File: config.mk
export PLATFORM = sky130hd
export DESIGN_NAME = vga_timing_gen_flat
export DESIGN_NICKNAME = d
export VERILOG_FILES = /design/src/rtl/vga_pkg.sv /design/src/rtl/vga_timing_gen_if.sv /design/src/rtl/timing_axis.sv /design/src/rtl/vga_timing_gen.sv /design/src/flat_wrapper.sv
export SDC_FILE = /design/constraint.sdc
export NUM_CORES = 1
export LEC_CHECK = 0
export CORE_MARGIN = 1
export CORE_UTILIZATION = 23
export CTS_CLUSTER_DIAMETER = 150
export DETAILED_ROUTE_END_ITERATION = 8
export PLACE_DENSITY = 0.4
export SYNTH_ARGS = -nofsm -noshare
export SYNTH_HDL_FRONTEND = slang
export SYNTH_SLANG_ARGS = --single-unit
File: constraint.sdc
create_clock -name clk -period 3.3 [get_ports clk]
set_input_delay 0.66 -clock clk [delete_from_list [all_inputs] [get_ports clk]]
set_output_delay 0.66 -clock clk [all_outputs]
set_load 0.05 [all_outputs]
File: src/rtl/vga_pkg.sv
// Shared VGA 640x480@60Hz timing constants and phase encodings.
package vga_pkg;

    localparam int H_VISIBLE = 640;
    localparam int H_FP      = 16;
    localparam int H_SYNC    = 96;
    localparam int H_BP      = 48;
    localparam int H_TOTAL   = H_VISIBLE + H_FP + H_SYNC + H_BP;

    localparam int V_VISIBLE = 480;
    localparam int V_FP      = 10;
    localparam int V_SYNC    = 2;
    localparam int V_BP      = 33;
    localparam int V_TOTAL   = V_VISIBLE + V_FP + V_SYNC + V_BP;

    localparam int CNT_W     = 10;

    // All three phase types share one encoding so an axis phase can be cast directly.
    typedef enum logic [1:0] {
        PH_ACT = 2'd0,
        PH_FPO = 2'd1,
        PH_SYN = 2'd2,
        PH_BPO = 2'd3
    } axis_phase_t;

    typedef enum logic [1:0] {
        H_ACT = 2'd0,
        H_FPO = 2'd1,
        H_SYN = 2'd2,
        H_BPO = 2'd3
    } h_phase_t;

    typedef enum logic [1:0] {
        V_ACT = 2'd0,
        V_FPO = 2'd1,
        V_SYN = 2'd2,
        V_BPO = 2'd3
    } v_phase_t;

endpackage

File: src/rtl/vga_timing_gen_if.sv
// Bundle of the registered VGA timing outputs handed to the pixel pipeline and DAC.
interface vga_timing_gen_if;
    import vga_pkg::*;

    logic             vga_clk;
    logic [CNT_W-1:0] x;
    logic [CNT_W-1:0] y;
    logic             hsync;
    logic             vsync;
    logic             blank_n;
    logic             frame_start;

    modport master (
        output vga_clk, x, y, hsync, vsync, blank_n, frame_start
    );

    modport slave (
        input vga_clk, x, y, hsync, vsync, blank_n, frame_start
    );
endinterface

File: src/rtl/timing_axis.sv
// One timing axis: wrapping counter plus a four-phase FSM (active, front porch, sync, back porch).
module timing_axis
    import vga_pkg::*;
#(
    parameter int VISIBLE = 640,
    parameter int FP      = 16,
    parameter int SYNC    = 96,
    parameter int BP      = 48,
    parameter int W       = 10
) (
    input  logic         clk,
    input  logic         rst_n,
    input  logic         step,
    output logic [W-1:0] count,
    output logic [1:0]   phase,
    output logic         wrap
);

    localparam logic [W-1:0] ACT_END = W'(VISIBLE - 1);
    localparam logic [W-1:0] FPO_END = W'(VISIBLE + FP - 1);
    localparam logic [W-1:0] SYN_END = W'(VISIBLE + FP + SYNC - 1);
    localparam logic [W-1:0] LAST    = W'(VISIBLE + FP + SYNC + BP - 1);

    axis_phase_t  state_reg, state_next;
    logic [W-1:0] count_reg, count_next;
    logic         at_last;

    assign at_last = (count_reg == LAST);

    always_ff @(posedge clk or negedge rst_n) begin
        if (!rst_n) begin
            state_reg <= PH_ACT;
            count_reg <= '0;
        end else begin
            state_reg <= state_next;
            count_reg <= count_next;
        end
    end

    always_comb begin
        state_next = state_reg;
        count_next = count_reg;
        if (step) begin
            count_next = at_last ? '0 : count_reg + 1'b1;
            // Phase changes on the last count of the current phase, so the phase
            // seen alongside any count value always matches that value.
            case (state_reg)
                PH_ACT: if (count_reg == ACT_END) state_next = PH_FPO;
                PH_FPO: if (count_reg == FPO_END) state_next = PH_SYN;
                PH_SYN: if (count_reg == SYN_END) state_next = PH_BPO;
                PH_BPO: if (at_last)              state_next = PH_ACT;
                default: begin
                    state_next = PH_ACT;
                    count_next = '0;
                end
            endcase
        end
    end

    assign count = count_reg;
    assign phase = state_reg;
    assign wrap  = step & at_last;

endmodule

File: src/rtl/vga_timing_gen.sv
// 640x480@60Hz VGA timing: 25 MHz pixel enable from the 50 MHz clock, H/V axes, registered outputs.
module vga_timing_gen #(
    parameter int H_VISIBLE = vga_pkg::H_VISIBLE,
    parameter int H_FP      = vga_pkg::H_FP,
    parameter int H_SYNC    = vga_pkg::H_SYNC,
    parameter int H_BP      = vga_pkg::H_BP,
    parameter int V_VISIBLE = vga_pkg::V_VISIBLE,
    parameter int V_FP      = vga_pkg::V_FP,
    parameter int V_SYNC    = vga_pkg::V_SYNC,
    parameter int V_BP      = vga_pkg::V_BP
) (
    input  logic             clk,
    input  logic             rst_n,
    vga_timing_gen_if.master vga
);
    import vga_pkg::*;

    logic             pix_en_reg;
    logic [CNT_W-1:0] hcount, vcount;
    logic [1:0]       h_phase_raw, v_phase_raw;
    h_phase_t         h_phase;
    v_phase_t         v_phase;
    logic             h_wrap, v_wrap, v_step;

    logic [CNT_W-1:0] x_reg, y_reg;
    logic             hsync_reg, vsync_reg, blank_n_reg;
    logic             frame_start_reg;
    logic             origin_reg;

    always_ff @(posedge clk or negedge rst_n) begin
        if (!rst_n) begin
            pix_en_reg <= 1'b0;
        end else begin
            pix_en_reg <= ~pix_en_reg;
        end
    end

    timing_axis #(
        .VISIBLE (H_VISIBLE),
        .FP      (H_FP),
        .SYNC    (H_SYNC),
        .BP      (H_BP),
        .W       (CNT_W)
    ) u_h_axis (
        .clk   (clk),
        .rst_n (rst_n),
        .step  (pix_en_reg),
        .count (hcount),
        .phase (h_phase_raw),
        .wrap  (h_wrap)
    );

    assign v_step = pix_en_reg & h_wrap;

    timing_axis #(
        .VISIBLE (V_VISIBLE),
        .FP      (V_FP),
        .SYNC    (V_SYNC),
        .BP      (V_BP),
        .W       (CNT_W)
    ) u_v_axis (
        .clk   (clk),
        .rst_n (rst_n),
        .step  (v_step),
        .count (vcount),
        .phase (v_phase_raw),
        .wrap  (v_wrap)
    );

    assign h_phase = h_phase_t'(h_phase_raw);
    assign v_phase = v_phase_t'(v_phase_raw);

    // origin_reg marks that the counters currently sit at (0,0): true out of
    // reset and after every frame wrap, so no full-width compare is needed.
    always_ff @(posedge clk or negedge rst_n) begin
        if (!rst_n) begin
            x_reg           <= '0;
            y_reg           <= '0;
            hsync_reg       <= 1'b1;
            vsync_reg       <= 1'b1;
            blank_n_reg     <= 1'b0;
            frame_start_reg <= 1'b0;
            origin_reg      <= 1'b1;
        end else if (pix_en_reg) begin
            x_reg           <= hcount;
            y_reg           <= vcount;
            hsync_reg       <= ~(h_phase == H_SYN);
            vsync_reg       <= ~(v_phase == V_SYN);
            blank_n_reg     <= (h_phase == H_ACT) && (v_phase == V_ACT);
            frame_start_reg <= origin_reg;
            origin_reg      <= v_wrap;
        end else begin
            frame_start_reg <= 1'b0;
        end
    end

    assign vga.vga_clk     = pix_en_reg;
    assign vga.x           = x_reg;
    assign vga.y           = y_reg;
    assign vga.hsync       = hsync_reg;
    assign vga.vsync       = vsync_reg;
    assign vga.blank_n     = blank_n_reg;
    assign vga.frame_start = frame_start_reg;

endmodule

File: src/flat_wrapper.sv
// flat-port wrapper written by rule: the top's interface ports become plain ports
module vga_timing_gen_flat import vga_pkg::*;
#(
    parameter int H_VISIBLE = vga_pkg::H_VISIBLE,
    parameter int H_FP      = vga_pkg::H_FP,
    parameter int H_SYNC    = vga_pkg::H_SYNC,
    parameter int H_BP      = vga_pkg::H_BP,
    parameter int V_VISIBLE = vga_pkg::V_VISIBLE,
    parameter int V_FP      = vga_pkg::V_FP,
    parameter int V_SYNC    = vga_pkg::V_SYNC,
    parameter int V_BP      = vga_pkg::V_BP
)
  (clk, rst_n, vga_vga_clk, vga_x, vga_y, vga_hsync, vga_vsync, vga_blank_n, vga_frame_start);
  vga_timing_gen_if vga_i ();
  input  logic clk;
  input  logic rst_n;
  output wire logic [$bits(vga_i.vga_clk)-1:0] vga_vga_clk;
  output wire logic [$bits(vga_i.x)-1:0] vga_x;
  output wire logic [$bits(vga_i.y)-1:0] vga_y;
  output wire logic [$bits(vga_i.hsync)-1:0] vga_hsync;
  output wire logic [$bits(vga_i.vsync)-1:0] vga_vsync;
  output wire logic [$bits(vga_i.blank_n)-1:0] vga_blank_n;
  output wire logic [$bits(vga_i.frame_start)-1:0] vga_frame_start;
  assign vga_vga_clk = vga_i.vga_clk;
  assign vga_x = vga_i.x;
  assign vga_y = vga_i.y;
  assign vga_hsync = vga_i.hsync;
  assign vga_vsync = vga_i.vsync;
  assign vga_blank_n = vga_i.blank_n;
  assign vga_frame_start = vga_i.frame_start;
  vga_timing_gen #(.H_VISIBLE(H_VISIBLE), .H_FP(H_FP), .H_SYNC(H_SYNC), .H_BP(H_BP), .V_VISIBLE(V_VISIBLE), .V_FP(V_FP), .V_SYNC(V_SYNC), .V_BP(V_BP)) u_core (.clk(clk), .rst_n(rst_n), .vga(vga_i));
endmodule
Word-level counts from Yosys, hierarchy flattened

Index checks and enable logic that the tools add are counted.

Output and inout port bits: 25
Input port bits: 2
Flip-flop bits (word level): 50
Word-level logic and storage cells: 60

Add/sub/neg operators: 2
Bitwise operators: 6
Eq/ne operators: 22
Mux-type cells: 13
Reductions and logical operators: 5

Operator list:

| kind                                                              | number |
|---|---|
| 10-bit == test (second input constant)                            | 5 |
| 10-bit by 9-bit == test with 1-bit output (second input constant) | 3 |
| 10-bit by 1-bit adder with 10-bit output (second input constant)  | 2 |
| 10-bit 2-to-1 mux                                                 | 2 |
| 2-bit 2-to-1 mux                                                  | 8 |
| 2-bit inequality test (second input constant)                     | 8 |
| 2-bit case mux with 4 select lines                                | 2 |
| 5-bit AND reduction                                               | 2 |
| 2-bit == test (second input constant)                             | 4 |
| 2-bit by 1-bit == test with 1-bit output (second input constant)  | 2 |
| 2-bit logical NOT                                                 | 2 |
| 1-bit AND                                                         | 3 |
| 1-bit NOT                                                         | 3 |
| 1-bit logical AND                                                 | 1 |
| 1-bit 2-to-1 mux                                                  | 1 |

Longest topological paths before layout

Gate-level depths: netlist of the first run.

Depth after elaboration: 4
Depth in mapped cells: 7
Mapped depth without buffers: 7

By module

A second synthesis of the first run with hierarchy kept.

Cells, all modules: 207
Area total of the unflattened synthesis: 2496.1 µm²

Modules (own cells, without submodules):

| module                         | cells each | area each (µm²) | times used |
|---|---|---|---|
| vga_timing_gen                 | 61         | 993.5           | 1 |
| timing_axis at u_core.u_v_axis | 75         | 789.5           | 1 |
| timing_axis at u_core.u_h_axis | 71         | 713.2           | 1 |

Worst setup path after synthesis of the first run

No wires, ideal clock.

Path kind: register to register
From: reg u_core.pix_en_reg (netlist: u_core.vga.vga_clk)
To: reg u_core.u_v_axis.state_reg[1] (netlist: u_core.u_v_axis.phase[1])
Path buffers: 0
Data arrival time: 1.896 ns
Clock period less this slack: 2.023 ns
Setup slack: 1.277 ns
Stages on the path, launching flop included: 6
Cell sequence: dfrtp_1 nand4_2 nor4_2 o221a_2 o2111ai_2 mux2_1

Cells in the longest elaborated chain, start to end: 3

Ends and longest elaborated chain:

| what                            | RTL line             | source |
|---|---|---|
| start: declaration              | vga_timing_gen.sv:18 | `logic pix_en_reg;` |
| start signal: assignment        | vga_timing_gen.sv:34 | `pix_en_reg <= ~pix_en_reg;` |
| 1-bit AND                       | timing_axis.sv:62    | `assign wrap = step & at_last;` |
| 1-bit AND *                     | vga_timing_gen.sv:53 | `assign v_step = pix_en_reg & h_wrap;` |
| 5-bit AND reduction (no line) * | n/a                  |  |
| end signal: assignment          | timing_axis.sv:35    | `state_reg <= state_next;` |
| end: declaration                | timing_axis.sv:24    | `axis_phase_t state_reg, state_next;` |

Every way passes the cells marked *; elsewhere a longest branch is shown, timed or not.
A chain may end at the register's enable or synchronous reset.

Worst setup path in the final report of the first run

From: reg u_core.pix_en_reg (netlist: u_core.vga.vga_clk)
To: out vga_vga_clk

RTL lines:

| what             | RTL line           | source |
|---|---|---|
| end: declaration | flat_wrapper.sv:17 | `output wire logic [$bits(vga_i.vga_clk)-1:0] vga_vga_clk;` |

No word-level cell between the ends.

==> qor.yml, run 1 <==
status: "finished, final reports clean"
postLayoutCoreUtil: 0.292
startpoint: "u_core.vga.vga_clk$_DFF_PN0_"
drcViolationCount: 0
vias: 1572
synth_nets: 220
post_drt_wl_per_cell_um: 13.6
core_area_um2: 9910
path_class: "reg2out"
root_buffer: "clkbuf_8"
grt_antenna_before_repair: 0
clk_latency_ps: 300
worstPathRequired_ps: 2640
antenna-diode-count: 0
ys_ff_latch: 50
max_stage_delay_ps: 870
grt_pass1_vias: 1650
min_period_over_period: 0.716
vdd_drop_max_mv: 0.155
synth_async_sr_flop_share: 1.00
path_buf_inv: 1
intPower_uw: 783
grt_use_total: 0.101
startpoint_type: "flop"
clockBufferDepth: 2
stdcell_area_um2: 2890
path_cells: "clkdlybuf4s50_1"
worstPathArrival_ps: 1700
skew_ps: 7.55
first_iter_violations: 56
cts_sinks: 50
p_comb_frac: 0.013
layout-drive-gt1-share: 0.170
seqPwrFrac: 0.611
synthTopCellsByArea: "dfrtp_1 49%, mux2_2 9.5%, ha_1 7.4%, dfstp_2 3.3%, nand2_1 2.8%"
ctsHoldBuffers: 0
clkPwrFrac: 0.376
setup_violations: 0
swShare: 0.219
wl_um: 5000
path_max_fanout: 8
dieArea_um2: 10800
met1_usage: 0.145
met3_usage: 0.0195
postPlaceCellArea_um2: 2800
ant_nets: 0
yosysMostFrequentCell: "dfrtp_1"
grt_use_met2: 0.149
fmax_mhz: 423
rows: 36
synth.distinct_cells: 41
routabilityCongestion: 0.687
cts_resized: 0
avgViaCountPerCell: 4.27
syn_avg_cell_area_um2: 11.7
grt_max_degree: 30
critPathSlowestCell: "clkdlybuf4s50_1"
cts_buffers: 5
maxSlewViolCount: 0
clk_pin_slew_worst_paths_ps: 90
start_util: 0.240
maxCapViolCount: 0
tns_ps: 0
yosys_warnings: 0
htree_num_levels: 2
power_density_nw_per_um2: 347
switching_power_uw: 220
netlist_instances: 204
netlist_top_cells_count: "47 x dfrtp_1, 20 x mux2_2, 18 x nand2_1, 14 x ha_1, 13 x inv_1"
synth.top_cell.area_share: 0.494
hold_viol: 0
gr-total-overflow: 0
cts_tree: "done"
setup.worst_path.end_class: "output pin"
maxSlewHeadroom: 0.658
fp.dieW_um: 104
area_delta_synth_final_pct: 21.4
dp_hpwl_um: 3440
nNetsFinal: 250
hp-class: "in2async"
rsz0062_at_grt: "false"
grt_pass1_wl_um: 8700
syn_area_um2: 2380
pin_count: 27
ys_seq_area_frac: 0.527
grt_most_used_layer: "met2"
synth_edf_count: 0
synth_ff_type: "dfrtp_1"
port_buffers: 26
cts_setup_buffers: 0
period_needed_ps: 2360
dr.pass1.iters: 6
path_delay_family: "buffers and inverters"
worst_r2r_startpoint: "u_core.u_h_axis.count[0]$_DFFE_PN0P_"
post-synth-top-area-cell: "dfrtp_1"
die_h_um: 104
tightest_slew_ps: 511
p_leak_uw: 0.00126
area by class of cell:
cell class              instances  area, um^2
repair buffers                 29         278
flip-flops and latches         50        1250
clock inverters                 1        5.00
clock buffers                   7        86.3
fillers                      1061        7020
well taps                     133         166
inverters                      13        48.8
multi-input cells             135        1050
power by group through the flow:
stage	clock network [uW]	logic [uW]	registers, uW
after global placement	0	14.9	624
after global routing	426	16.3	613
final	377	13.3	612
after floorplan	0	0.000462	625
after detailed placement	0	14.8	624
after CTS	395	14.9	612
stage by stage:
| stage | cells | hold slack [ps] | worst slack, ps | total power (uW) |
|---|---|---|---|---|
| 3_3_place_gp | 360 | 464 | 1240 | 639 |
| 4_1_cts | 368 | 341 | 900 | 1020 |
| 5_1_grt | 368 | 339 | 827 | 1050 |
| 2_1_floorplan | 204 | 364 | 1280 | 625 |
| 6_report | 368 | 321 | 937 | 1000 |
| 3_5_place_dp | 360 | 465 | 1230 | 639 |
path summary, 6_finish.rpt:
check	end	slack (ps)	cells after the start
max	vga_vga_clk	940	1
min	u_core.u_h_axis.phase[1]$_DFFE_PN0P_	320	1
max reg2reg	u_core.u_v_axis.phase[1]$_DFFE_PN0P_	1230	7
min reg2reg	u_core.origin_reg$_DFFE_PN1P_	480	2
max in group asynchronous	u_core.origin_reg$_DFFE_PN1P_	2160	2
min in group clk	u_core.origin_reg$_DFFE_PN1P_	480	2
layout by cell type, fill, tap and decap left out, types with 8 or more instances in the layout:
master	count
mux2_2	20
clkdlybuf4s50_1	25
nor2_1	8
o21ai_0	8
inv_1	13
ha_1	14
nand2_1	18
dfrtp_1	47
cells by family after synthesis:
logic type	count (synthesis)	synth area share
flops	50	0.527
xor+xnor	9	0.0331
compound gates	28	0.0793
buf+inv	19	0.0310
mux	26	0.121
simple gates	58	0.135
fa+ha+maj	14	0.0736
routing by layer:
layer	up-vias	routed length [um]
met5	-	0
met4	0	49
met3	2	145
met2	22	2130
met1	774	2670
li1	774	-
(Power assumes the default switching activity.)
==> run 2: changes to the inputs <==
clock period = 2.3 ns   (was 3.3 ns; I/O delays follow)
==> run 2 against run 1 <==
Compared with the run above:
- via count decreased by 1.2%
- hold slack got worse by 190 ps
- worst setup slack worse by 750 ps
- global-route usage fell by 0.32 points
- flip-flop and latch count did not move
- utilization up 0.59 points
- non-clock buffer count rose by 4
- sequential share of layout area down 0.87 points
- sequential power is 44% higher
- first-iteration DRC count is 70% higher
- clock power grew 61%
- highest routed layer unchanged
==> qor.yml, run 2 (synthesis gave the netlist of run 1 again) <==
clk_latency_ps: 310  # about the same
status: "finished, final reports clean"
worst_r2r_startpoint: "u_core.u_h_axis.count[0]$_DFFE_PN0P_"
path_class: "reg2out"
dp_cells: 364  # +1.1%
first_iter_violations: 95  # +70%
drcViolationCount: 0  # unchanged
grt_use_total: 0.0980  # -0.00317
worstPathRequired_ps: 1840  # -800 ps
root_buffer: "clkbuf_8"
grt_pass1_wl_um: 8310  # -4.4%
swShare: 0.213  # -0.00613
fin_ws_ps: 184  # -754 ps
setup_violations: 0  # unchanged
intPower_uw: 1190  # +51%
most-common-layout-cells: "47 x dfrtp_1, 24 x clkdlybuf4s50_1, 20 x mux2_2"
antenna-diode-count: 0  # unchanged
wl_um: 4940  # -1.2%
grt_pass1_vias: 1613  # -2.2%
path_cells: "clkdlybuf4s50_1"
maxSlewHeadroom: 0.666  # +0.00747
fp.dieW_um: 104  # unchanged
holdWs_ps: 128  # -193 ps
seqPwrFrac: 0.583  # -0.028
final_cells: 372  # +1.1%
ff2ff_path_depth: 7  # unchanged
mostFrequentLayoutCell: "dfrtp_1"
rows: 36  # unchanged
setup.worst_path.end_class: "output pin"
grt_max_degree: 33  # +10%
fmax_mhz: 472
path_delay_family: "buffers and inverters"
nNetsFinal: 254  # +1.6%
p_leak_uw: 0.00129  # +2.8%
rsz0062_at_grt: "false"
switching_power_uw: 321  # +46%
dr.pass1.iters: 4  # -2
avgViaCountPerCell: 4.17  # -2.3%
routabilityCongestion: 0.738  # +7.4%
vdd_drop_max_mv: 0.241  # +56%
vias: 1553  # -1.2%
die_h_um: 104  # unchanged
clk_pin_slew_worst_paths_ps: 100  # about the same
r2r_setup_slack_ps: 210  # -1020 ps
htree_num_levels: 2  # unchanged
period_needed_ps: 2120
core_area_um2: 9910  # unchanged
tns_ps: 0  # unchanged
pre_cts_ws_ps: 183  # -1040 ps
gr-total-overflow: 0  # unchanged
cts_tree: "done"
timing.rr.end: "u_core.u_v_axis.phase[1]$_DFFE_PN0P_"
max_stage_delay_ps: 800  # -70 ps
worstPathArrival_ps: 1660  # -40 ps
nFillCells: 1023  # -3.6%
clockBufferDepth: 2  # unchanged
p_comb_frac: 0.014  # about the same
cts_setup_buffers: 0  # unchanged
path_max_fanout: 2  # -6
pin_count: 27  # unchanged
postLayoutCoreUtil: 0.298  # +0.00593
dieArea_um2: 10800  # unchanged
skew_ps: 13.5  # +5.91 ps
min_period_over_period: 0.920
layout-drive-gt1-share: 0.192  # +0.0223
port_buffers: 26  # unchanged
power_density_nw_per_um2: 511  # +47%
cts_buffers: 5  # unchanged
maxCapViolCount: 0  # unchanged
startpoint_type: "flop"
maxSlewViolCount: 0  # unchanged
ant_nets: 0  # unchanged
tightest_slew_ps: 500  # -11.2 ps
critPathSlowestCell: "clkdlybuf4s50_1"
grt_antenna_before_repair: 0  # unchanged
post_drt_wl_per_cell_um: 13.3  # -2.2%
ctsHoldBuffers: 0  # unchanged
path_buf_inv: 1  # unchanged
area_delta_synth_final_pct: 23.9
cts_resized: 0  # unchanged
dp_hpwl_um: 3470  # +0.67%
start_util: 0.240  # unchanged
clkPwrFrac: 0.403  # +0.027
hold_viol: 0  # unchanged
hp-class: "in2async"
cts_sinks: 50  # unchanged
## run 2: how the worst max path moves through the flow
stage,cells past startpoint,startpoint,endpoint,slack [ps]
final,1,u_core.vga.vsync$_DFFE_PN1P_,vga_vsync,180
after global routing,6,u_core.u_h_axis.count[0]$_DFFE_PN0P_,u_core.u_h_axis.phase[1]$_DFFE_PN0P_,50
after CTS,7,u_core.u_h_axis.count[0]$_DFFE_PN0P_,u_core.u_v_axis.phase[1]$_DFFE_PN0P_,170
after detailed placement,7,u_core.u_h_axis.count[0]$_DFFE_PN0P_,u_core.u_v_axis.phase[1]$_DFFE_PN0P_,180
after global placement,7,u_core.u_h_axis.count[0]$_DFFE_PN0P_,u_core.u_v_axis.phase[1]$_DFFE_PN0P_,220
after floorplan,5,u_core.vga.vga_clk$_DFF_PN0_,u_core.u_v_axis.phase[1]$_DFFE_PN0P_,280
## run 2: power groups by stage
stage / Combinational, uW / Clock (uW) / Sequential (uW)
6_report: 20.3 / 608 / 879
5_1_grt: 25.1 / 672 / 879
3_5_place_dp: 23.2 / 0 / 896
4_1_cts: 22.9 / 631 / 879
3_3_place_gp: 22.8 / 0 / 896
2_1_floorplan: 0.000462 / 0 / 896
## run 2: metal layers
| layer | wire, um | GRT usage | up-vias |
|---|---|---|---|
| met2 | 2070 | 0.141 | 23 |
| met1 | 2660 | 0.141 | 739 |
| li1 | - | - | 786 |
| met5 | 0 | 0 | - |
| met4 | 79 | 0.0398 | 0 |
| met3 | 125 | 0.0208 | 5 |
## run 2: per-stage QoR
stage / total power [uW] / instance area [um^2]
4_1_cts: 1530 / 2950
5_1_grt: 1580 / 2950
3_5_place_dp: 919 / 2840
6_report: 1510 / 2950
2_1_floorplan: 896 / 2380
3_3_place_gp: 919 / 2840
## run 2: area by class of cell
| type | count | area (um^2) | share of cell area |
|---|---|---|---|
| Clock buffer | 8 | 110 | 0.0373 |
| Inverter | 13 | 48.8 | 0.0165 |
| Multi-Input combinational cell | 135 | 1050 | 0.357 |
| Sequential cell | 50 | 1250 | 0.425 |
| Tap cell | 133 | 166 | 0.0564 |
| Timing Repair Buffer | 33 | 318 | 0.108 |
==> run 3: changes to the inputs <==
HOLD_SLACK_MARGIN = 0.1   (was not set)
clock period = 2.6 ns   (was 2.3 ns; I/O delays follow)
==> run 3 against run 2 <==
Compared with the run above:
- critical path depth did not move
- wire length up 0.55%
- power fell by 15%
- clock power fell by 20%
- register-to-register slack improved by 260 ps
- utilization is 0.38 points lower
- global-route usage fell by 0.084 points
- largest cell class unchanged
- via count grew 3.5%
- cell area decreased by 1.3%
- non-clock buffer count fell by 3
==> qor.yml, run 3 (synthesis gave the netlist of run 1 again) <==
status: "finished, final reports clean"
nNetsFinal: 251  # -1.2%
worstPathRequired_ps: 2080  # +240 ps
hp-class: "in2async"
hold_viol: 0  # unchanged
tightest_slew_ps: 662  # +163 ps
grt_max_degree: 51  # +55%
maxSlewHeadroom: 0.558  # -0.107
path_cells: "clkdlybuf4s50_1"
rsz0062_at_grt: "false"
antenna-diode-count: 0  # unchanged
critPathSlowestCell: "clkdlybuf4s50_1"
clk_pin_slew_worst_paths_ps: 100  # about the same
r2r_setup_slack_ps: 470  # +260 ps
start_util: 0.240  # unchanged
min_period_over_period: 0.833
fmax_mhz: 462
htree_num_levels: 2  # unchanged
rows: 36  # unchanged
top_layer: "met4"
startpoint_type: "flop"
die_h_um: 104  # unchanged
most-common-layout-cells: "47 x dfrtp_1, 24 x clkdlybuf4s50_1, 20 x mux2_2"
core_area_um2: 9910  # unchanged
vias: 1608  # +3.5%
tns_ps: 0  # unchanged
cts_tree: "done"
ctsHoldBuffers: 0  # unchanged
grt_pass1_vias: 1584  # -1.8%
routabilityCongestion: 0.741  # +0.43%
dp_hpwl_um: 3310  # -4.5%
p_leak_uw: 0.00127  # -1.9%
path_max_fanout: 2  # unchanged
path_class: "reg2out"
vdd_drop_max_mv: 0.177  # -27%
wl_met3_um: 182  # +46%
gr-total-overflow: 0  # unchanged
pin_count: 27  # unchanged
post_drt_wl_per_cell_um: 13.5  # +1.4%
cts_setup_buffers: 0  # unchanged
postLayoutCoreUtil: 0.294  # -0.00379
area_delta_synth_final_pct: 22.3
mostFrequentLayoutCell: "dfrtp_1"
wl_met2_um: 2140  # +3.0%
period_needed_ps: 2170
dr.pass1.iters: 4  # unchanged
cts_resized: 0  # unchanged
maxSlewViolCount: 0  # unchanged
grt_pass1_wl_um: 8400  # +1.1%
setup_violations: 0  # unchanged
fp.dieW_um: 104  # unchanged
port_buffers: 26  # unchanged
worstPathArrival_ps: 1650  # about the same
max_stage_delay_ps: 790  # about the same
wl_um: 4960  # +0.55%
clk_latency_ps: 310  # about the same
cts_sinks: 50  # unchanged
path_delay_family: "buffers and inverters"
root_buffer: "clkbuf_8"
drt-met1-wl_um: 2570  # -3.4%
path_buf_inv: 1  # unchanged
grt_use_total: 0.0971  # -0.000837
cts_buffers: 5  # unchanged
clockBufferDepth: 2  # unchanged
skew_ps: 9.94  # -3.52 ps
grt_antenna_before_repair: 0  # unchanged
setup.worst_path.end_class: "output pin"
avgViaCountPerCell: 4.36  # +4.4%
power_density_nw_per_um2: 439  # -14%
first_iter_violations: 71  # -25%
dieArea_um2: 10800  # unchanged
maxCapViolCount: 0  # unchanged
layout-drive-gt1-share: 0.182  # -0.0103
ant_nets: 0  # unchanged
drcViolationCount: 0  # unchanged
[run 3: per-layer routing]
| metal | track usage | up-vias |
|---|---|---|
| met5 | 0 | - |
| met4 | 0.0367 | 0 |
| met3 | 0.0183 | 6 |
| met2 | 0.139 | 37 |
| met1 | 0.143 | 787 |
| li1 | - | 778 |
[run 3: per-stage QoR]
| stage | hold WS [ps] | cells | setup WS [ps] | cell area, um^2 | power [uW] |
|---|---|---|---|---|---|
| 5_1_grt | 381 | 369 | 307 | 2910 | 1340 |
| 6_report | 327 | 369 | 434 | 2910 | 1280 |
| 3_5_place_dp | 472 | 361 | 475 | 2820 | 811 |
| 4_1_cts | 353 | 369 | 415 | 2910 | 1310 |
| 2_1_floorplan | 224 | 204 | 577 | 2380 | 793 |
| 3_3_place_gp | 462 | 361 | 518 | 2820 | 811 |
[run 3: worst paths after layout]
path	start	end	depth (start not counted)
max in group asynchronous	rst_n	u_core.u_v_axis.count[6]$_DFFE_PN0P_	2
hold reg to reg	u_core.origin_reg$_DFFE_PN1P_	u_core.origin_reg$_DFFE_PN1P_	2
min in group clk	u_core.origin_reg$_DFFE_PN1P_	u_core.origin_reg$_DFFE_PN1P_	2
setup / recovery	u_core.vga.vsync$_DFFE_PN1P_	vga_vsync	1
hold / removal	rst_n	u_core.vga.x[7]$_DFFE_PN0P_	2
setup reg to reg	u_core.u_h_axis.count[0]$_DFFE_PN0P_	u_core.u_v_axis.phase[1]$_DFFE_PN0P_	7
[run 3: power breakdown]
group	internal, uW	switching [uW]	total [uW]
combinational	1.50	15.4	16.9
clock	215	271	486
sequential	777	0	777
total	993	287	1280
[run 3: final cells by class]
| type | count | area, um^2 |
|---|---|---|
| fillers | 1037 | 7000 |
| flip-flops and latches | 50 | 1250 |
| multi-input cells | 135 | 1050 |
| repair buffers | 30 | 295 |
| well taps | 133 | 166 |
| clock buffers | 6 | 82.6 |
| inverters | 13 | 48.8 |
| clock inverters | 2 | 12.5 |
